## src/rtl/des128_pkg.sv

```systemverilog
// Shared constants and types for the 128-bit expanded DES datapath.
package des128_pkg;

    localparam int HALF_W     = 64;
    localparam int NUM_ROUNDS = 16;
    localparam int RND_W      = 4;

    typedef logic [1:0] state_t;
    localparam state_t IDLE = 2'd0;
    localparam state_t RUN  = 2'd1;
    localparam state_t DONE = 2'd2;

    typedef logic [2*HALF_W-1:0] block_t;

endpackage

```

## src/rtl/des128_round_iterator.sv

```systemverilog
// Feistel round controller: holds L/R, feeds the F/XOR stages and latches
// the XOR result as the next R, one round per clock.
module des128_round_iterator #(
    parameter int HALF_W     = des128_pkg::HALF_W,
    parameter int NUM_ROUNDS = des128_pkg::NUM_ROUNDS,
    parameter int RND_W      = des128_pkg::RND_W
) (
    input  logic                  clk,
    input  logic                  rst,
    input  logic                  in_valid,
    output logic                  in_ready,
    input  logic [2*HALF_W-1:0]   data_in,
    output logic [HALF_W-1:0]     l_out,
    output logic [HALF_W-1:0]     r_out,
    output logic [RND_W-1:0]      round_idx,
    input  logic [HALF_W-1:0]     xor_in,
    output logic                  out_valid,
    input  logic                  out_ready,
    output logic [2*HALF_W-1:0]   data_out,
    output logic                  busy,
    output logic [1:0]            fsm_state
);

    // Handshakes: a transfer happens on a rising edge where valid && ready.
    // in_ready is high only in IDLE and out_valid only in DONE, so input and
    // output transfers never overlap; both are pure state decodes.

    localparam logic [RND_W-1:0] LAST_ROUND = RND_W'(NUM_ROUNDS - 1);

    des128_pkg::state_t state;
    logic [HALF_W-1:0]  l_q;
    logic [HALF_W-1:0]  r_q;
    logic [RND_W-1:0]   rnd_q;

    always_ff @(posedge clk) begin
        if (rst) begin
            state <= des128_pkg::IDLE;
            l_q   <= '0;
            r_q   <= '0;
            rnd_q <= '0;
        end else begin
            case (state)
                des128_pkg::IDLE: begin
                    if (in_valid) begin
                        l_q   <= data_in[2*HALF_W-1:HALF_W];
                        r_q   <= data_in[HALF_W-1:0];
                        rnd_q <= '0;
                        state <= des128_pkg::RUN;
                    end
                end
                des128_pkg::RUN: begin
                    l_q <= r_q;
                    r_q <= xor_in;
                    if (rnd_q == LAST_ROUND) begin
                        rnd_q <= '0;
                        state <= des128_pkg::DONE;
                    end else begin
                        rnd_q <= rnd_q + RND_W'(1);
                    end
                end
                des128_pkg::DONE: begin
                    if (out_ready) state <= des128_pkg::IDLE;
                end
                default: state <= des128_pkg::IDLE;
            endcase
        end
    end

    assign in_ready  = (state == des128_pkg::IDLE);
    assign busy      = (state == des128_pkg::RUN);
    assign out_valid = (state == des128_pkg::DONE);
    assign l_out     = l_q;
    assign r_out     = r_q;
    assign round_idx = rnd_q;
    assign fsm_state = state;
    // The last round leaves the halves swapped; presenting {R,L} undoes it.
    assign data_out  = out_valid ? {r_q, l_q} : '0;

endmodule

```

## config.mk

```make
export PLATFORM = sky130hd
export DESIGN_NAME = des128_round_iterator
export DESIGN_NICKNAME = d
export VERILOG_FILES = /design/src/rtl/des128_pkg.sv /design/src/rtl/des128_round_iterator.sv
export SDC_FILE = /design/constraint.sdc
export NUM_CORES = 1
export LEC_CHECK = 0
export BUFFER_PORTS_ARGS = -buffer_cell sky130_fd_sc_hd__buf_2
export CAP_MARGIN = 30
export CORE_AREA = 5 5 175 177
export DETAILED_ROUTE_END_ITERATION = 8
export DIE_AREA = 0 0 180 182
export PLACE_DENSITY = 0.57
export SYNTH_ARGS = -nofsm -noshare
export SYNTH_HDL_FRONTEND = slang
export SYNTH_SLANG_ARGS = --single-unit
```

## constraint.sdc

```tcl
create_clock -name clk -period 1.7 [get_ports clk]
set_clock_uncertainty 0.2 [all_clocks]
set_input_delay 0.085 -clock clk [delete_from_list [all_inputs] [get_ports clk]]
set_output_delay 0.085 -clock clk [all_outputs]
set_load 0.005 [all_outputs]
```

==> results of run 1 <==
sequential cells by signal, summed over array words and instances, names as in the netlist:
signal / cells
l_out: 64
fsm_state: 2
round_idx: 4
r_out: 64
placed cells by master, fill, tap and decap left out, drive strengths merged:
master,count
and2,128
o211a,1
nand4,1
a22oi,2
nor2b,1
inv,5
ha,1
clkbuf,45
a21oi,131
clkinv,4
nand2,126
nand3,2
clkinvlp,6
o21bai,1
a31oi,1
diode,1
or3b,5
buf,558
o21ba,1
nor3,6
nand2b,6
dfxtp,134
dlygate4sd3,195
nor2,131
nand3b,1
a211oi,124
or3,1
cells by family after synthesis:
kind of cell / count (synthesis)
adder cells (fa/ha/maj): 1
flip-flops: 134
AND/OR/NAND/NOR: 408
AO/OA/AOI/OAI: 261
buffers and inverters: 89
power by group:
| part | total [mW] | internal (mW) | switching (mW) |
|---|---|---|---|
| Clock | 3.52 | 1.92 | 1.60 |
| Sequential | 4.16 | 3.55 | 0.618 |
| Combinational | 5.16 | 2.71 | 2.45 |
per-stage QoR:
step | utilization, % | hold WS [ns]
finish | 53.9 | 0.250
global route | 53.9 | 0.248
CTS | 43.6 | 0.230
detailed placement | 33.1 | 0.135
global placement | 33.1 | 0.132
floorplan | - | 0.0260
synth_stat cells (2+ instances only):
cell	n	area share, %
buf_4	8	0.89
dfxtp_1	134	40
buf_6	6	1.0
nand2b_1	5	0.46
nor2_1	131	7.3
a21oi_1	131	9.7
nor3_1	6	0.44
or3b_2	5	0.65
a211oi_1	114	13
a211oi_2	10	1.9
nand3_1	2	0.15
nand2_1	126	7.0
and2_1	128	12
clkbuf_1	43	2.4
a22oi_1	2	0.22
buf_2	30	2.2
worst min path at each step:
stage,startpoint,endpoint,slack [ns],cells past startpoint
final,data_in[125],l_out[61],0.25,4
after global routing,data_in[125],l_out[61],0.25,4
after CTS,xor_in[29],r_out[29],0.23,4
after detailed placement,xor_in[42],r_out[42],0.14,3
after global placement,data_in[103],l_out[39],0.13,3
after floorplan,data_in[103],l_out[39],0.03,2
what timing repair did:
item,4_1_cts,5_1_grt
cloned,10,37
hold endpoints to repair,130,0
setup endpoints to repair,137,265
pin swaps,23,83
hold buffers,195,0
gates resized for setup,41,505
buffers inserted,16,29
area by class of cell:
cell class	instances	area [um2]	share of cell area, %
antenna	1	2.50	0.0160
timing repair buffer	779	6800	43.3
clock inverter	13	98.8	0.630
inverter	2	20.0	0.128
clock buffer	19	443	2.82
tap	390	488	3.11
sequential	134	2690	17.1
multi-input combinational	670	5150	32.8
worst reg2reg max path, delay by kind of cell (launching register included):
kind / cells / cell delay, ns
and+or+nand+nor: 1 / 0.11
AOI/OAI and AO/OA: 2 / 0.27
DFF: 1 / 0.36
buffers and inverters: 6 / 0.86
per-layer routing:
layer | vias up | GRT usage (%) | part of all wire (%) | routed length (um)
met5 | - | 0 | 0 | 0
met4 | 0 | 5.73 | 2.5 | 1120
met3 | 95 | 4.37 | 7.4 | 3280
met2 | 569 | 34.2 | 50 | 22100
met1 | 4832 | 23.6 | 40 | 17700
li1 | 4490 | - | - | -
==> metrics.md, run 1 <==
| Metric | Value |
|---|---|
| Clock Latency Late Sink | `between 0.4 and 0.5 ns` |
| CP top delay family | `buffers and inverters` |
| Syn avg cell area | `around 7.6 um2` |
| Final Hold Viols | `0` |
| Number of H-tree levels | `4` |
| Die width | `around 180 um` |
| Antenna Nets Post-Route | `0` |
| Routed vias/inst | `between 4 and 5` |
| DRC viols | `0` |
| CP Cell Sequence | `nor2b_4 > buf_12 > buf_6 > and2_1 > buf_2` |
| RSZ-0062 raised after global routing | `yes` |
| Dpl ws | `-0.0425 ns` |
| Initial Util | `23.2%` |
| Synth Warn # | `0` |
| Post-DP HPWL | `between 20 and 25 mm` |
| Die Y | `approximately 180 um` |
| Overflow after GRT | `0` |
| Slew margin rel. | `~72%` |
| GRT Total Usage | `19.4%` |
| EDFF count, synth | `0` |
| Slowest stage delay, CP | `approximately 0.35 ns` |
| Die Area | `around 33,000 um2` |
| Placed inst area | `~9600 um2` |
| Max-cap violation count | `0` |
| Final Cell Area | `15,700 um2` |
| Dpl cells | `around 1,700` |
| CP Class | `register to output pin` |
| Critical Path Start | `fsm_state[1]` |
| Largest net degree at the start of global routing | `67` |
| Crit-path max FO | `7` |
| CP Capture Point | `data_out[34]` |
| CP Launch Type | `register` |
| Post-synth ARST share | `0%` |
| P per Cell Area | `around 820 nW/um2` |
| Slew Viols, Final | `0` |
| Cell Rows | `63` |
| Vias in the first global route | `roughly 9,000` |
| Adder-cell share of the synthesized area | `0.185%` |
| Area Overhead vs Synth | `132%` |
| Reg2reg start | `fsm_state[0]` |
| Cells after Synth | `about 890` |
| CP Depth | `5` |
| Register bit total from synthesis | `134` |
| Reg2reg end | `l_out[57]` |
| R2r setup slk | `-0.19 ns` |
| Largest family of logic cells by synthesized area | `simple AND/OR/NAND/NOR gates` |
| Vias | `9,986` |
| Worst Reg-to-Reg Cells | `9` |
| CTS sink count | `about 130` |
| DR pass1 iterations | `5` |
| Simple-Gate Fraction of Synth Area | `between 20% and 30%` |
| Fill cell count | `between 2,000 and 2,500` |
| Status | `complete, but fails checks` |
| Hold Crit Class | `input port to register` |
| Setup TNS | `-33.15 ns` |
| Initial DRC count | `551` |
| Worst EP arrival | `1.64 ns` |
| Maximum vdd drop | `0.000489 V` |
| Tcrit/Tclk final | `113%` |
| Netlist Area Pre-Place | `approximately 6700 um2` |
| Initial antenna violation count | `1` |
| Core box area | `about 29,000 um2` |
| Xor/xnor share of the synthesized area | `0%` |
| Port Buffers | `between 400 and 500` |
| Register area share after synthesis | `approximately two fifths` |
| Synthesized Nets | `roughly 1,100` |
| Slowest cell on crit path | `dfxtp_4` |
| Post-Route WL | `roughly 44 mm` |
| Final net count | `roughly 1,800` |
| CP Capture Type | `output pin` |
| Finished Layout Cells | `about 2,000` |
| Failing checks | `negative setup slack` |
| Bufs on Longest Clock Path | `2` |
| Routed len/inst | `22.0 um` |
| CP bufs+invs | `3` |
| Count of different cell masters after synthesis | `28` |
| Min Tclk post-route | `just under 2 ns` |
| P_leak | `7.08 nW` |
| Total CTS buffers | `17` |
| CP required | `~1.4 ns` |
| Worst slew pin tran | `0.417 ns` |
| Routability congestion estimate from global placement | `roughly 0.85` |
| Root Driver | `clkbuf_16` |
| Compound-gate portion of the synthesized area | `between 20 and 25%` |
| Clk pin slew, worst setup/hold paths | `0.07 ns` |
| CTS tree | `built` |
| Final setup fails | `around 260` |
| Fin worst setup slack | `-0.228 ns` |
| Tot Pwr | `approximately 13 mW` |
| Top Ports | `approximately 460` |
| Top_reg_cell synth | `dfxtp_1` |
| Mux cell area share after synthesis | `0%` |
| Layout cells sized above 1 | `between 50% and 60%` |
| First-pass GRT wire length | `51.6 mm` |
| Max frequency | `between 500 and 600 MHz` |
(Power assumes the default switching activity.)
==> run 2: changes to the inputs <==
clock period = 1.62 ns   (was 1.7 ns; I/O delays follow)
==> run 2 against run 1 <==
  * The flow still finishes with violations (negative setup slack)
  * Critical endpoint is now data_out[116]
  * Clock-buffer cell count unchanged
  * Final cell count down 1.5%
  * Global-route usage up 0.17 points
  * Sequential power about the same
  * Critical path depth up 2
  * Via count down 4.8%
  * Utilization down 5.7 points
  * Highest routed layer unchanged
  * Sequential share of layout area up 2.0 points
  * First-iteration DRC count up 7.8%
  * Critical path type unchanged
  * Non-clock buffer count down 31
==> metrics.md, run 2 (synthesis results as in run 1) <==
| Metric | Value |
|---|---|
| Status | `complete, but fails checks` |
| Failing checks | `negative setup slack` |
| Routability congestion estimate from global placement | `0.847` |
| Vias in the first global route | `roughly 9,000` |
| Clock Latency Late Sink | `~0.42 ns` |
| Initial Util | `23.2%` |
| Total CTS buffers | `17` |
| Fin worst setup slack | `-0.380 ns` |
| Dpl cells | `1,705` |
| Worst slew pin tran | `between 0.3 and 0.4 ns` |
| GRT Total Usage | `19.5%` |
| Vias | `9,503` |
| Fill cell count | `2,640` |
| Initial DRC count | `between 500 and 600` |
| Top Ports | `461` |
| Final Cell Area | `14,000 um2` |
| Clk pin slew, worst setup/hold paths | `~0.070 ns` |
| Final net count | `between 1,500 and 2,000` |
| Worst EP arrival | `about 1.7 ns` |
| CTS tree | `built` |
| Max-cap violation count | `0` |
| Die Area | `between 30,000 and 40,000 um2` |
| P per Cell Area | `roughly 880 nW/um2` |
| Routed vias/inst | `~4.8` |
| Hold Crit Class | `input port to register` |
| Slew margin rel. | `between 70% and 80%` |
| Commonest non-fill, non-tap cell in the layout | `buf_2` |
| Slew Viols, Final | `0` |
| RSZ-0062 raised after global routing | `yes` |
| Most frequent cells in the layout | `buf_2, dlygate4sd3_1, dfxtp_1` |
| Final Hold Viols | `0` |
| Core box area | `29,100 um2` |
| Root Driver | `clkbuf_16` |
| Placed inst area | `9730 um2` |
| Antenna Nets Post-Route | `0` |
| Layout cells sized above 1 | `45.5%` |
| DR pass1 iterations | `7` |
| Tot Pwr | `12.3 mW` |
| Crit-path max FO | `8` |
| CP Capture Type | `output pin` |
| CTS sink count | `between 100 and 150` |
| Number of H-tree levels | `4` |
| Maximum vdd drop | `between 0.0005 and 0.0006 V` |
| Final core occ | `between 40 and 50%` |
| Final setup fails | `262` |
| Post-Route WL | `37.3 mm` |
| DRC viols | `0` |
| Initial antenna violation count | `1` |
| Port Buffers | `between 400 and 500` |
| Tcrit/Tclk final | `123%` |
| Die width | `around 180 um` |
| Cell Rows | `between 60 and 70` |
| First-pass GRT wire length | `between 50 and 60 mm` |
| Bufs on Longest Clock Path | `2` |
| Die Y | `roughly 180 um` |
| Largest net degree at the start of global routing | `79` |
| Routed len/inst | `18.9 um` |
| CP Launch Type | `register` |
| CP required | `between 1 and 1.5 ns` |
| Area of the multi-input gates | `approximately 4000 um2` |
| Max frequency | `approximately 500 MHz` |
| Reg area | `between 2000 and 3000 um2` |
| Post-DP HPWL | `21.5 mm` |
| Area Overhead vs Synth | `108%` |
| Setup TNS | `-53.95 ns` |
| P_leak | `6.64 nW` |
| CP Class | `register to output pin` |
| Overflow after GRT | `0` |
| Min Tclk post-route | `~2 ns` |
| Finished Layout Cells | `slightly below 2,000` |
-- run 2: cell types whose count changed in the layout (fill, tap and decap cells not counted), sizes merged --
| cell | change |
|---|---|
| buf | -16 |
| clkbuf | -15 |
| bufinv | +2 |
| clkinv | -2 |
| clkinvlp | -1 |
| inv | +1 |
-- run 2: final timing paths --
| kind | cells after the start | end | slack, ns | start |
|---|---|---|---|---|
| setup / recovery | 7 | data_out[116] | -0.38 | fsm_state[1] |
| hold / removal | 4 | r_out[34] | 0.25 | xor_in[34] |
| setup reg to reg | 8 | r_out[53] | -0.26 | fsm_state[1] |
| hold reg to reg | 2 | l_out[62] | 0.30 | l_out[62] |
-- run 2: area by class of cell --
type                    count  area share [%]
multi-input cells         670            28.8
clock inverters            13            1.04
diodes                      1          0.0178
clock buffers              19            3.16
well taps                 390            3.48
inverters                   2           0.143
repair buffers            748            44.2
flip-flops and latches    134            19.2
-- run 2: repair_timing --
item / in CTS / in global routing
resized for setup: 40 / 193
hold buffers: 195 / 0
gates cloned: 13 / 12
setup endpoints to repair: 192 / 264
pin swaps: 16 / 98
setup buffers: 17 / 7
hold endpoints to repair: 130 / 0
-- run 2: power breakdown --
group / switching, mW / leakage (nW) / internal (mW)
registers: 0.471 / 1.11 / 3.72
clock network: 1.65 / 0.273 / 2.33
logic: 1.94 / 5.25 / 2.16
total: 4.06 / 6.64 / 8.22
-- run 2: critical path: stages, from the launching register on --
cell and delay (ns):
dfxtp_2 0.34, buf_6 0.09, nor2b_4 0.17, buf_6 0.14
buf_12 0.15, clkbuf_16 0.17, and2_1 0.13, buf_2 0.11
-- run 2: through the flow --
step,worst slack [ns],hold slack [ns]
after floorplan,0.0161,0.0220
after global placement,-0.00254,0.127
after detailed placement,-0.0543,0.131
after CTS,-0.339,0.210
after global routing,-0.439,0.233
final,-0.380,0.247
-- run 2: per-layer routing --
layer / vias up / part of all wire [%] / track usage (%)
met3: 73 / 7.1 / 5.29
li1: 4411 / - / -
met5: - / 0 / 0
met1: 4559 / 40 / 23.5
met2: 460 / 51 / 33.6
met4: 0 / 2.8 / 7.10
==> run 3: changes to the inputs <==
--- a/config.mk
+++ b/config.mk
@@ -9,6 +9,8 @@
 export CAP_MARGIN = 30
-export CORE_AREA = 5 5 175 177
+export CELL_PAD_IN_SITES_DETAIL_PLACEMENT = 1
+export CELL_PAD_IN_SITES_GLOBAL_PLACEMENT = 1
+export CORE_AREA = 5 5 176 178
 export DETAILED_ROUTE_END_ITERATION = 8
-export DIE_AREA = 0 0 180 182
-export PLACE_DENSITY = 0.57
+export DIE_AREA = 0 0 181 183
+export PLACE_DENSITY = 0.77
 export SYNTH_ARGS = -nofsm -noshare
--- a/constraint.sdc
+++ b/constraint.sdc
@@ -4,2 +4,2 @@
 set_output_delay 0.081 -clock clk [all_outputs]
-set_load 0.005 [all_outputs]
+set_load 0.01 [all_outputs]
==> run 3 against run 2 <==
  * The flow still finishes with violations (negative setup slack)
  * Sequential cell count is the same
  * Final cell count shrank 0.46%
  * Clock-buffer cell count shrank 1
  * Critical path type unchanged
  * Critical endpoint is now data_out[91]
  * Largest cell class unchanged
==> metrics.md, run 3 (synthesis results as in run 1) <==
| Metric | Value |
|---|---|
| Area Overhead vs Synth | `103%` |
| Antenna Nets Post-Route | `0` |
| GRT Total Usage | `a little over a fifth` |
| Commonest non-fill, non-tap cell in the layout | `buf_2` |
| CP required | `between 1 and 1.5 ns` |
| Min Tclk post-route | `between 2 and 2.5 ns` |
| Most frequent cells in the layout | `buf_2, dlygate4sd3_1, dfxtp_1` |
| Tot Pwr | `13.2 mW` |
| Vias | `slightly above 10,000` |
| Worst slew pin tran | `between 0.4 and 0.5 ns` |
| Slew margin rel. | `70.0%` |
| Die Area | `roughly 33,000 um2` |
| DR pass1 iterations | `4` |
| Final Hold Viols | `0` |
| Dpl ws | `-0.0338 ns` |
| Top Ports | `approximately 460` |
| Post-DP HPWL | `between 20 and 25 mm` |
| Final net count | `around 1,800` |
| CTS tree | `built` |
| Final setup fails | `around 260` |
| First-pass GRT wire length | `about 58 mm` |
| Fill cell count | `about 3,500` |
| Root Driver | `clkbuf_16` |
| Layout cells sized above 1 | `approximately 42%` |
| Number of H-tree levels | `4` |
| Vias in the first global route | `between 10,000 and 15,000` |
| CTS sink count | `roughly 130` |
| Worst Hold End | `l_out[22]` |
| Initial DRC count | `roughly 550` |
| Routed vias/inst | `5.14` |
| Reg2reg start | `fsm_state[0]` |
| Failing checks | `negative setup slack` |
| Slowest stage delay, CP | `~0.34 ns` |
| Largest net degree at the start of global routing | `63` |
| Status | `complete, but fails checks` |
| Area of the multi-input gates | `just under 4000 um2` |
| CP Launch Type | `register` |
| Slowest cell on crit path | `dfxtp_2` |
| Die width | `between 150 and 200 um` |
| Initial antenna violation count | `7` |
| Reg2reg end | `r_out[24]` |
| Max frequency | `around 490 MHz` |
| Cell Rows | `63` |
| Initial Util | `23.1%` |
| CP bufs+invs | `5` |
| RSZ-0062 raised after global routing | `yes` |
| CP Capture Type | `output pin` |
| Clock Latency Late Sink | `between 0.4 and 0.5 ns` |
| Overflow after GRT | `0` |
| DRC viols | `0` |
| Crit-path max FO | `7` |
| Fin worst setup slack | `-0.410 ns` |
| Bufs on Longest Clock Path | `2` |
| Port Buffers | `460` |
| R2r setup slk | `-0.20 ns` |
| Worst EP arrival | `1.75 ns` |
| P_leak | `6.57 nW` |
| Hold Path Stages | `4` |
| Slew Viols, Final | `0` |
| Maximum vdd drop | `0.000567 V` |
| Die Y | `~180 um` |
| Critical Path Start | `fsm_state[0]` |
| CP top delay family | `buffers and inverters` |
| Worst Reg-to-Reg Cells | `6` |
| Tcrit/Tclk final | `125%` |
| P per Cell Area | `968 nW/um2` |
| Reg area | `2690 um2` |
| Core box area | `between 20,000 and 30,000 um2` |
| Hold Crit Class | `input port to register` |
| Total CTS buffers | `17` |
| CP Class | `register to output pin` |
| Clk pin slew, worst setup/hold paths | `approximately 0.07 ns` |
| CP Cell Sequence | `buf_6 > nor2b_4 > buf_12 > buf_12 > clkbuf_16 > and2_4 > buf_6` |
| Max-cap violation count | `0` |
| Post-Route WL | `between 40 and 50 mm` |
| Routed len/inst | `approximately 24 um` |
| Hold Startpoint | `data_in[86]` |
| Routability congestion estimate from global placement | `0.830` |
run 3: changes by cell type in the layout (fill, tap and decap cells not counted), sizes merged:
cell and change:
buf -24, clkbuf +10, diode +6, inv -5, bufinv +4, clkinv +2
clkinvlp -2
run 3: area by class of cell:
| cell class | count | share of cell area (%) |
|---|---|---|
| clock buffers | 18 | 3.14 |
| inverters | 2 | 0.146 |
| flip-flops and latches | 134 | 19.7 |
| multi-input cells | 670 | 28.7 |
| clock inverters | 12 | 1.67 |
| well taps | 390 | 3.57 |
| diodes | 7 | 0.128 |
| repair buffers | 735 | 42.9 |
run 3: worst max-delay path by stage:
stage,to,cells past startpoint
after floorplan,l_out[10],7
after global placement,l_out[56],6
after CTS,data_out[98],7
after detailed placement,r_out[37],5
after global routing,data_out[91],7
final,data_out[91],7
run 3: worst register-to-register path, stage by stage, from the launching register on:
cell and delay, ns:
dfxtp_2 0.34, buf_4 0.15, o21bai_4 0.28, buf_6 0.19, clkbuf_16 0.18, a21oi_1 0.07, a211oi_1 0.31
run 3: where the power goes:
group	leakage (nW)	switching (mW)	internal [mW]
sequential	1.11	0.505	3.72
clock	0.308	1.62	2.88
combinational	5.14	2.40	2.11
total	6.57	4.53	8.71
run 3: layer usage:
| metal | GRT usage, % | share of wire [%] | up-vias |
|---|---|---|---|
| li1 | - | - | 4374 |
| met1 | 23.8 | 36 | 4961 |
| met2 | 40.3 | 51 | 634 |
| met3 | 5.08 | 7.8 | 155 |
| met4 | 9.88 | 5.3 | 0 |
| met5 | 0 | 0 | - |
run 3: repair_timing:
item | CTS | global route
endpoints found under the setup margin | 179 | 236
buffers inserted | 4 | 22
pin swaps | 7 | 34
endpoints found under the hold margin | 130 | 0
gates cloned | 4 | 27
gates resized for setup | 19 | 130
hold buffers | 195 | 0
run 3: through the flow:
stage          utilization [%]  cell area [um2]  std cells  hold WS (ns)  TNS, ns
6_report                  46.8            13700       1968         0.261   -52.62
4_1_cts                   42.0            12300       1912         0.227   -37.34
3_5_place_dp              32.4             9470       1679         0.135   -0.338
3_3_place_gp              32.4             9470       1679         0.127        0
5_1_grt                   46.8            13700       1968         0.262   -67.29
2_1_floorplan                -             6750        893        0.0220        0
